File: src/rtl/otter_pkg.sv
// Shared types and constants for the Otter pipeline sequencer.
package otter_pkg;

    localparam int unsigned DEF_CNT_W = 32;

    typedef enum logic [2:0] {
        ST_RUN       = 3'd0,
        ST_IMEM_WAIT = 3'd1,
        ST_DMEM_WAIT = 3'd2,
        ST_DRAIN     = 3'd3,
        ST_HALTED    = 3'd4
    } pipe_state_e;

    typedef struct packed {
        logic we;
        logic valid;
    } stage_ctrl_t;

endpackage

File: src/rtl/otter_perf_cnt.sv
// Single-increment performance counter, wraps modulo 2^W.
module otter_perf_cnt #(
    parameter int unsigned W = 32
) (
    input  logic         clk,
    input  logic         reset,
    input  logic         inc,
    output logic [W-1:0] count
);

    always_ff @(posedge clk or negedge reset) begin
        if (!reset) begin
            count <= '0;
        end else if (inc) begin
            count <= count + W'(1);
        end
    end

endmodule

File: src/rtl/otter_pipe_ctrl.sv
// Otter 5-stage pipeline sequencer: stage enables, bubble bits, drain/halt FSM
// and stall/flush/retire counters.
module otter_pipe_ctrl
    import otter_pkg::*;
#(
    parameter int unsigned CNT_W = DEF_CNT_W
) (
    input  logic             clk,
    input  logic             reset,
    input  logic             stall,
    input  logic             branch_taken,
    input  logic             imem_ready,
    input  logic             dmem_req,
    input  logic             dmem_ready,
    input  logic             halt_req,
    output logic             pc_we,
    output logic             pc_sel_redirect,
    output logic             if_id_we,
    output logic             id_ex_we,
    output logic             ex_mem_we,
    output logic             mem_wb_we,
    output logic             if_id_valid,
    output logic             id_ex_valid,
    output logic             ex_mem_valid,
    output logic             mem_wb_valid,
    output logic             halted,
    output logic [2:0]       state,
    output logic [CNT_W-1:0] stall_cnt,
    output logic [CNT_W-1:0] flush_cnt,
    output logic [CNT_W-1:0] retire_cnt
);

    // Stage index: 0=IF/ID, 1=ID/EX, 2=EX/MEM, 3=MEM/WB
    pipe_state_e state_q, state_nxt;
    logic [3:0]  vld_q, vld_nxt;
    logic [3:0]  we_c;
    logic        pc_we_c, sel_c, stall_inc, flush_inc;
    logic        dfrz, redir, lu, ifw;
    stage_ctrl_t [3:0] stg;

    assign dfrz  = vld_q[2] & dmem_req & ~dmem_ready;
    assign redir = vld_q[1] & branch_taken;
    assign lu    = stall & vld_q[0];
    assign ifw   = ~imem_ready;

    always_ff @(posedge clk or negedge reset) begin
        if (!reset) begin
            state_q <= ST_RUN;
            vld_q   <= 4'b0000;
        end else begin
            state_q <= state_nxt;
            vld_q   <= vld_nxt;
        end
    end

    // Highest-priority event wins; DRAIN ignores fetch-side stalls since IF/ID is discarded.
    always_comb begin
        state_nxt = state_q;
        vld_nxt   = vld_q;
        we_c      = 4'b0000;
        pc_we_c   = 1'b0;
        sel_c     = 1'b0;
        stall_inc = 1'b0;
        flush_inc = 1'b0;
        if (state_q == ST_HALTED) begin
            state_nxt = ST_HALTED;
        end else if (dfrz) begin
            we_c       = 4'b1000;
            vld_nxt[3] = 1'b0;
            stall_inc  = 1'b1;
            if (state_q != ST_DRAIN) begin
                state_nxt = ST_DMEM_WAIT;
            end
        end else if (redir) begin
            pc_we_c   = 1'b1;
            sel_c     = 1'b1;
            we_c      = 4'b1111;
            vld_nxt   = {vld_q[2], vld_q[1], 1'b0, 1'b0};
            flush_inc = 1'b1;
            state_nxt = ST_RUN;
        end else if (state_q == ST_DRAIN) begin
            we_c    = 4'b1111;
            vld_nxt = {vld_q[2:0], 1'b0};
            if (vld_q[3:1] == 3'b000) begin
                state_nxt = ST_HALTED;
            end
        end else if (lu) begin
            we_c      = 4'b1110;
            vld_nxt   = {vld_q[2], vld_q[1], 1'b0, vld_q[0]};
            stall_inc = 1'b1;
            state_nxt = ST_RUN;
        end else begin
            we_c      = 4'b1111;
            pc_we_c   = imem_ready;
            vld_nxt   = {vld_q[2:0], imem_ready};
            stall_inc = ifw;
            if (halt_req & vld_q[0]) begin
                state_nxt = ST_DRAIN;
            end else if (ifw) begin
                state_nxt = ST_IMEM_WAIT;
            end else begin
                state_nxt = ST_RUN;
            end
        end
    end

    // Enables are forced low while reset is held.
    always_comb begin
        for (int i = 0; i < 4; i++) begin
            stg[i].we    = reset & we_c[i];
            stg[i].valid = vld_q[i];
        end
    end

    assign pc_we           = reset & pc_we_c;
    assign pc_sel_redirect = reset & sel_c;
    assign if_id_we        = stg[0].we;
    assign id_ex_we        = stg[1].we;
    assign ex_mem_we       = stg[2].we;
    assign mem_wb_we       = stg[3].we;
    assign if_id_valid     = stg[0].valid;
    assign id_ex_valid     = stg[1].valid;
    assign ex_mem_valid    = stg[2].valid;
    assign mem_wb_valid    = stg[3].valid;
    assign halted          = (state_q == ST_HALTED);
    assign state           = state_q;

    otter_perf_cnt #(.W(CNT_W)) u_stall_cnt (
        .clk   (clk),
        .reset (reset),
        .inc   (stall_inc),
        .count (stall_cnt)
    );

    otter_perf_cnt #(.W(CNT_W)) u_flush_cnt (
        .clk   (clk),
        .reset (reset),
        .inc   (flush_inc),
        .count (flush_cnt)
    );

    otter_perf_cnt #(.W(CNT_W)) u_retire_cnt (
        .clk   (clk),
        .reset (reset),
        .inc   (vld_q[3]),
        .count (retire_cnt)
    );

endmodule

File: config.mk
export PLATFORM = sky130hd
export DESIGN_NAME = otter_pipe_ctrl
export DESIGN_NICKNAME = d
export VERILOG_FILES = /design/src/rtl/otter_pkg.sv /design/src/rtl/otter_perf_cnt.sv /design/src/rtl/otter_pipe_ctrl.sv
export SDC_FILE = /design/constraint.sdc
export NUM_CORES = 1
export LEC_CHECK = 0
export ABC_AREA = 0
export CORE_UTILIZATION = 38
export CTS_CLUSTER_SIZE = 20
export DETAILED_ROUTE_END_ITERATION = 7
export HOLD_SLACK_MARGIN = 0.1
export PLACE_DENSITY = 0.74
export SYNTH_ARGS = -nofsm -noshare
export SYNTH_HDL_FRONTEND = slang
export SYNTH_SLANG_ARGS = --single-unit
File: constraint.sdc
create_clock -name clk -period 2.1 [get_ports clk]
set_input_delay 0.42 -clock clk [delete_from_list [all_inputs] [get_ports clk]]
set_output_delay 0.42 -clock clk [all_outputs]
set_load 0.05 [all_outputs]
==> impl_results.md <==
* Status: finished with violations
* Failing checks: negative setup slack
* CP Max Fanout at 4
* Required @ worst endpoint at 1.68 ns
* Clk slew on worst S/H paths at 0.07 ns
* Wire length per cell at 15.3 um
* CP Capture Type: primary output
* CP Class: reg -> out
* Vias in the first global route at 3768
* Seq/Total Area, Yosys at 54.5%
* Critical path arrival at 1.81 ns
* Final Power at 7.06 mW
* Starting density of the core at 39.2%
* Final net count at 619
* Crit. path cell count at 6
* Setup violators final at 12
* Largest stage delay, worst path at 0.40 ns
* Placer Congestion at 0.798
* Async SR Flop Fraction at 100%
* Total GRT Usage at 19.5%
* Synth cell types at 41
* Cell area after synthesis at 4730 um2
* Peak VDD IR at 886 uV
* Max Fclk at 449 MHz
* Maxcap violations at 0
* Static Leak at 3.48 nW
* Reg-to-reg setup timing slack at -0.08 ns
* Synth Area in Adders at 0.794%
* Core area at 12100 um2
* Sink Count at 103
* Hpwl dp at 8.59 mm
* Layout area overhead at 49.4%
* Buffers added on ports at 117
* FILL cells at 1009
* Post-synthesis mux area share at 0.715%
* Critical path's top delay family: simple AND/OR/NAND/NOR gates
* CTS Buf Count at 9
* CTS tree: built
* Initial DRC Count at 302
* Worst Skew at 0.00939 ns
* H-tree Lvls at 3
* Root buffer cell: clkbuf_16
* Reg2Reg Depth at 8
* Via count at 3934
* Yosys reg bits at 103
* Chip width at 114 um
* Simple-Gate Fraction of Synth Area at 23.4%
* Cells after synthesis at 434
* Worst-Margin Slew at 0.548 ns
* Crit share post-route at 106%
* Tmin final at 2.23 ns
* Slowest library cell on the worst path: dfrtp_2
* Die Area at 12900 um2
* Avg Vias per Cell at 5.04
* Antenna-violating nets left at 0
* # DRC at 0
* Number of detailed-route iterations in the first pass at 4
* P per Cell Area at 1000 nW/um2
* Avg Inst Size Synth at 10.9 um2
* Ys flop type: dfrtp_1
* Compound-Gate Fraction of Synth Area at 1.88%
* Fin worst setup slack at -0.128 ns
* Slew Limit Headroom at 63.4%
* Hold buffers post-CTS at 0
* DRT Wirelength at 12.0 mm
* Die Ht at 114 um
* # IOs at 118
* RSZ-0062 raised after global routing: yes
* Yosys warning total at 0
* Buf/Inv on CP at 3
* Post-route core utilization at 58.5%
* Worst-Skew Late Latency at 0.36 ns
* EDFF count, synth at 0
* First-pass GRT wire length at 19.4 mm
* Initial antenna violation count at 0
* Syn nets at 445
* Largest net degree at the start of global routing at 104
* Bufs on Longest Clock Path at 2
* Crit-path cells: or3b_4 > buf_6 > and2_4 > nand2_8 > clkinvlp_4 > buf_12
* HP Class: in -> async
* Xor/xnor share of the synthesized area at 17.2%
* Largest family of logic cells by synthesized area: simple AND/OR/NAND/NOR gates
* Hold Vio Cnt, Final at 0
* N_diodes at 0
* Gr ovfl total at 0
* Setup crit start kind: register
* Rows at 40
* Proportion of layout cells with a drive suffix above 1 at 20.9%
* Fin. max-slew vios at 0
kinds of logic (layout without fill, tap and decap cells):
| logic type | Yosys count | after routing |
|---|---|---|
| compound gates | 14 | 14 |
| buf+inv | 14 | 193 |
| flops | 103 | 103 |
| fa+ha+maj | 3 | 3 |
| mux | 3 | 3 |
| xor+xnor | 93 | 93 |
| simple gates | 204 | 204 |
synth_stat cells (2+ instances only):
| master | n | area share (%) |
|---|---|---|
| a21oi_1 | 4 | 0.42 |
| and2_1 | 2 | 0.26 |
| and3_1 | 19 | 2.5 |
| and3b_1 | 2 | 0.37 |
| and4_1 | 12 | 2.2 |
| buf_2 | 2 | 0.21 |
| buf_4 | 2 | 0.32 |
| clkbuf_1 | 2 | 0.16 |
| dfrtp_1 | 103 | 55 |
| ha_1 | 3 | 0.79 |
| inv_1 | 6 | 0.48 |
| mux2_2 | 3 | 0.71 |
| nand2_1 | 47 | 3.7 |
| nand3_1 | 34 | 3.6 |
| nand3b_1 | 2 | 0.32 |
| nand4_1 | 19 | 2.5 |
| nor2_1 | 33 | 2.6 |
| nor3_1 | 14 | 1.5 |
| nor3_2 | 2 | 0.42 |
| nor4_1 | 3 | 0.40 |
| o21ai_0 | 4 | 0.42 |
| or3_1 | 4 | 0.53 |
| or4_1 | 3 | 0.48 |
| xnor2_1 | 49 | 9.1 |
| xor2_1 | 44 | 8.2 |
placed cells by master, fill, tap and decap left out, drive strengths merged, types with 2 or more instances in the layout:
cell type      Yosys  final
or3                4      4
and2               2      2
dlygate4sd2        0      4
nand3b             2      2
and3b              2      2
buf                5     68
nor3              17     17
clkinvlp           0      3
ha                 3      3
a21oi              4      4
nand4             19     19
nand3             34     34
dfrtp            103    103
bufinv             0      2
clkdlybuf4s50      0     81
clkbuf             2     10
and4              12     12
or4                3      3
inv                7      7
nor2              33     33
xor2              44     44
xnor2             49     49
nand2             47     47
dlymetal6s2s       0     17
and3              19     19
nor4               4      4
mux2               3      3
o21ai              4      4
power breakdown:
part	switching (mW)	internal [mW]
Clock	0.767	1.05
Sequential	0.265	2.24
Combinational	1.67	1.07
Total	2.70	4.36
area by class of cell:
| class | instances | area [um2] | share of cell area (%) |
|---|---|---|---|
| sequential | 103 | 2590 | 36.7 |
| multi-input combinational | 317 | 2220 | 31.5 |
| timing repair buffer | 170 | 1680 | 23.9 |
| clock buffer | 10 | 229 | 3.24 |
| tap | 168 | 210 | 2.98 |
| clock inverter | 6 | 92.6 | 1.31 |
| inverter | 7 | 32.5 | 0.461 |
registers in the layout (all words and copies together) (netlist names):
register / cells
state: 3
u_retire_cnt.count: 32
u_stall_cnt.count: 32
vld_q: 4
u_flush_cnt.count: 32
repair_timing:
item	in CTS	in global routing
endpoints found under the setup margin	12	47
gates resized for setup	12	32
pin swaps	6	11
buffers inserted	6	9
through the flow:
stage | area, um2 | setup TNS [ns] | setup slack, ns | hold WS (ns) | cells
floorplan | 4820 | -1.42 | -0.201 | 0.124 | 434
global placement | 6490 | -5.56 | -0.355 | 0.455 | 751
detailed placement | 6490 | -6.84 | -0.379 | 0.457 | 751
CTS | 6880 | -0.927 | -0.168 | 0.191 | 773
global route | 7060 | -1.95 | -0.178 | 0.215 | 781
finish | 7060 | -0.707 | -0.128 | 0.160 | 781
path summary, 6_finish.rpt:
check | to | start
min reg2reg | u_flush_cnt.count[31] | u_flush_cnt.count[31]
max reg2reg | u_stall_cnt.count[15] | state[2]
max in group asynchronous | u_flush_cnt.count[1] | reset
max | ex_mem_we | state[1]
min | u_retire_cnt.count[12] | reset
min in group clk | u_flush_cnt.count[31] | u_flush_cnt.count[31]
metal layers:
layer,vias up,global-route usage (%),wire [um]
li1,1859,-,-
met1,1929,25.2,5310
met2,135,31.2,5660
met3,11,6.00,824
met4,0,6.05,156
met5,-,0,0
(Power assumes the default switching activity.)
==> edit: new RTL, same settings <==
Set the package constant `DEF_CNT_W` to 16 (it was 32).
--- a/src/rtl/otter_pkg.sv
+++ b/src/rtl/otter_pkg.sv
@@ -1,7 +1,7 @@
 // Shared types and constants for the Otter pipeline sequencer.
 package otter_pkg;
 
-    localparam int unsigned DEF_CNT_W = 32;
+    localparam int unsigned DEF_CNT_W = 16;
 
     typedef enum logic [2:0] {
         ST_RUN       = 3'd0,
Ports: changed (resized flush_cnt, retire_cnt and stall_cnt); port bits go from 118 to 70. No check against the original RTL was run, so the function may have changed too.
==> edit against the unedited design <==
The flow finishes with violations (DRC, setup timing); power shrank 35%; final area shrank 48%; worst hold slack gained 130 ps; area after synthesis fell by 45%; setup slack better by 130 ps; sequential cell count decreased by 48; sequential share of layout area up 0.82 points; non-clock buffer count shrank 82; synthesized cell count fell by 46%; wire length down 53%; critical path type unchanged; critical endpoint is now id_ex_we.
==> edit: results (changes against the unedited design) <==
* Outcome: finished with violations (unchanged)
* Failing checks: DRC, setup timing (was setup timing)
* Fin Clk Skew at 9.450 ps (was 9.395 ps)
* Transition time of the tightest slew-check pin at 679.0 ps (was 547.5 ps)
* DRC Markers at 5 (was 0)
* Final WL at 5.588 mm (was 11.96 mm)
* Crit path DAT at 1680 ps (was 1810 ps)
* DP Wirelength at 3.999 mm (was 8.586 mm)
* Clock Latency Late Sink at 300 ps (was 360 ps)
* Netlist cell types at 37 (was 41)
* Synth Area per Inst at 11.07 sq um (was 10.89 sq um)
* Reg2reg path depth at 5 (was 8)
* Final setup margin at -2.155 ps (was -127.9 ps)
* Biggest regs: u_flush_cnt.count (16), u_retire_cnt.count (16), u_stall_cnt.count (16) (was u_flush_cnt.count (32), u_retire_cnt.count (32), u_stall_cnt.count (32))
* Share of layout cells above drive strength 1 at 0.1770 (was 0.2088)
* RePlAce Congestion at 0.8083 (was 0.7979)
* Setup_tns at -4.201 ps (was -707.0 ps)
* IO Port Bufs at 69 (was 117)
* Vias in the first global route at 2004 (was 3768)
* Layout net count at 332 (was 619)
* GRT Util Overall at 0.1608 (was 0.1945)
* Worst Setup EP: id_ex_we (was ex_mem_we)
* TritonRoute pass-1 iters at 8 (was 4)
* Final hold slack at 288.8 ps (was 160.1 ps)
* Fill cells at 539 (was 1009)
* First-pass GRT wire length at 9.163 mm (was 19.36 mm)
* Starting DRT DRC Count at 114 (was 302)
* Reg2Reg Capture Point: u_flush_cnt.count[12] (was u_stall_cnt.count[15])
* Commonest cells in the netlist: dfrtp_1, xor2_1, nand2_1, xnor2_1, nor2_1 (was dfrtp_1, xnor2_1, nand2_1, xor2_1, nand3_1)
* Final setup vio count at 2 (was 12)
* Sequential element share of the synthesized area at 0.5291 (was 0.5453)
* R2R Setup Slk at 300 ps (was -80 ps)
* Clock-pin slew on the worst setup and hold paths at 90 ps (was 70 ps)
* Psw at 2.095 mW (was 2.703 mW)
* Post-detailed-route via-to-cell ratio at 5.213 (was 5.037)
* Largest cells by area after synthesis: dfrtp_1, xor2_1, xnor2_1 (was dfrtp_1, xnor2_1, xor2_1)
* Fin cells at 399 (was 781)
## edit: worst max-delay path: stages (launching register included)
cell,delay (ps)
dfrtp_2,410
or3b_4,420
and2_4,160
nand2_4,90
clkinvlp_4,140
buf_12,170
## edit: cell type report
class / instances / area [sq um] / share of cell area
timing repair buffer: 88 / 902.1 / 0.2452
multi-input combinational: 167 / 1186 / 0.3224
clock buffer: 7 / 86.33 / 0.02347
clock inverter: 1 / 8.758 / 0.002381
tap: 77 / 96.34 / 0.02619
sequential: 55 / 1380 / 0.3752
inverter: 4 / 18.77 / 0.005102
## edit: kinds of logic (layout without fill, tap and decap cells)
group / Yosys count / after routing / share of synthesized area
AO/OA/AOI/OAI: 17 / 17 / 0.04377
buffers and inverters: 13 / 100 / 0.02741
multiplexers: 3 / 3 / 0.01299
adder cells (fa/ha/maj): 3 / 3 / 0.01443
flip-flops: 55 / 55 / 0.5291
AND/OR/NAND/NOR: 99 / 99 / 0.2208
XOR/XNOR: 45 / 45 / 0.1515
## edit: power groups by stage
stage          sequential [mW]  combinational (mW)  clock (mW)
3_3_place_gp              1.59                2.29           0
2_1_floorplan             2.32               0.734           0
3_5_place_dp              1.60                2.31           0
5_1_grt                   1.63                2.51       0.672
4_1_cts                   1.57                2.37       0.631
6_report                  1.58                2.38       0.604
## edit: repair_timing
action / CTS / global route
buffers inserted: 4 / 1
endpoints found under the setup margin: 6 / 5
gates resized for setup: 1 / 4
pin swaps: 1 / 1
## edit: per-layer routing
metal  GRT usage  share of wire  vias to the layer above
li1            -              -                      998
met1      0.2128           0.47                     1023
met2      0.2690           0.49                       52
met3     0.02655          0.035                        7
met4     0.05393         0.0097                        0
met5           0              0                        -
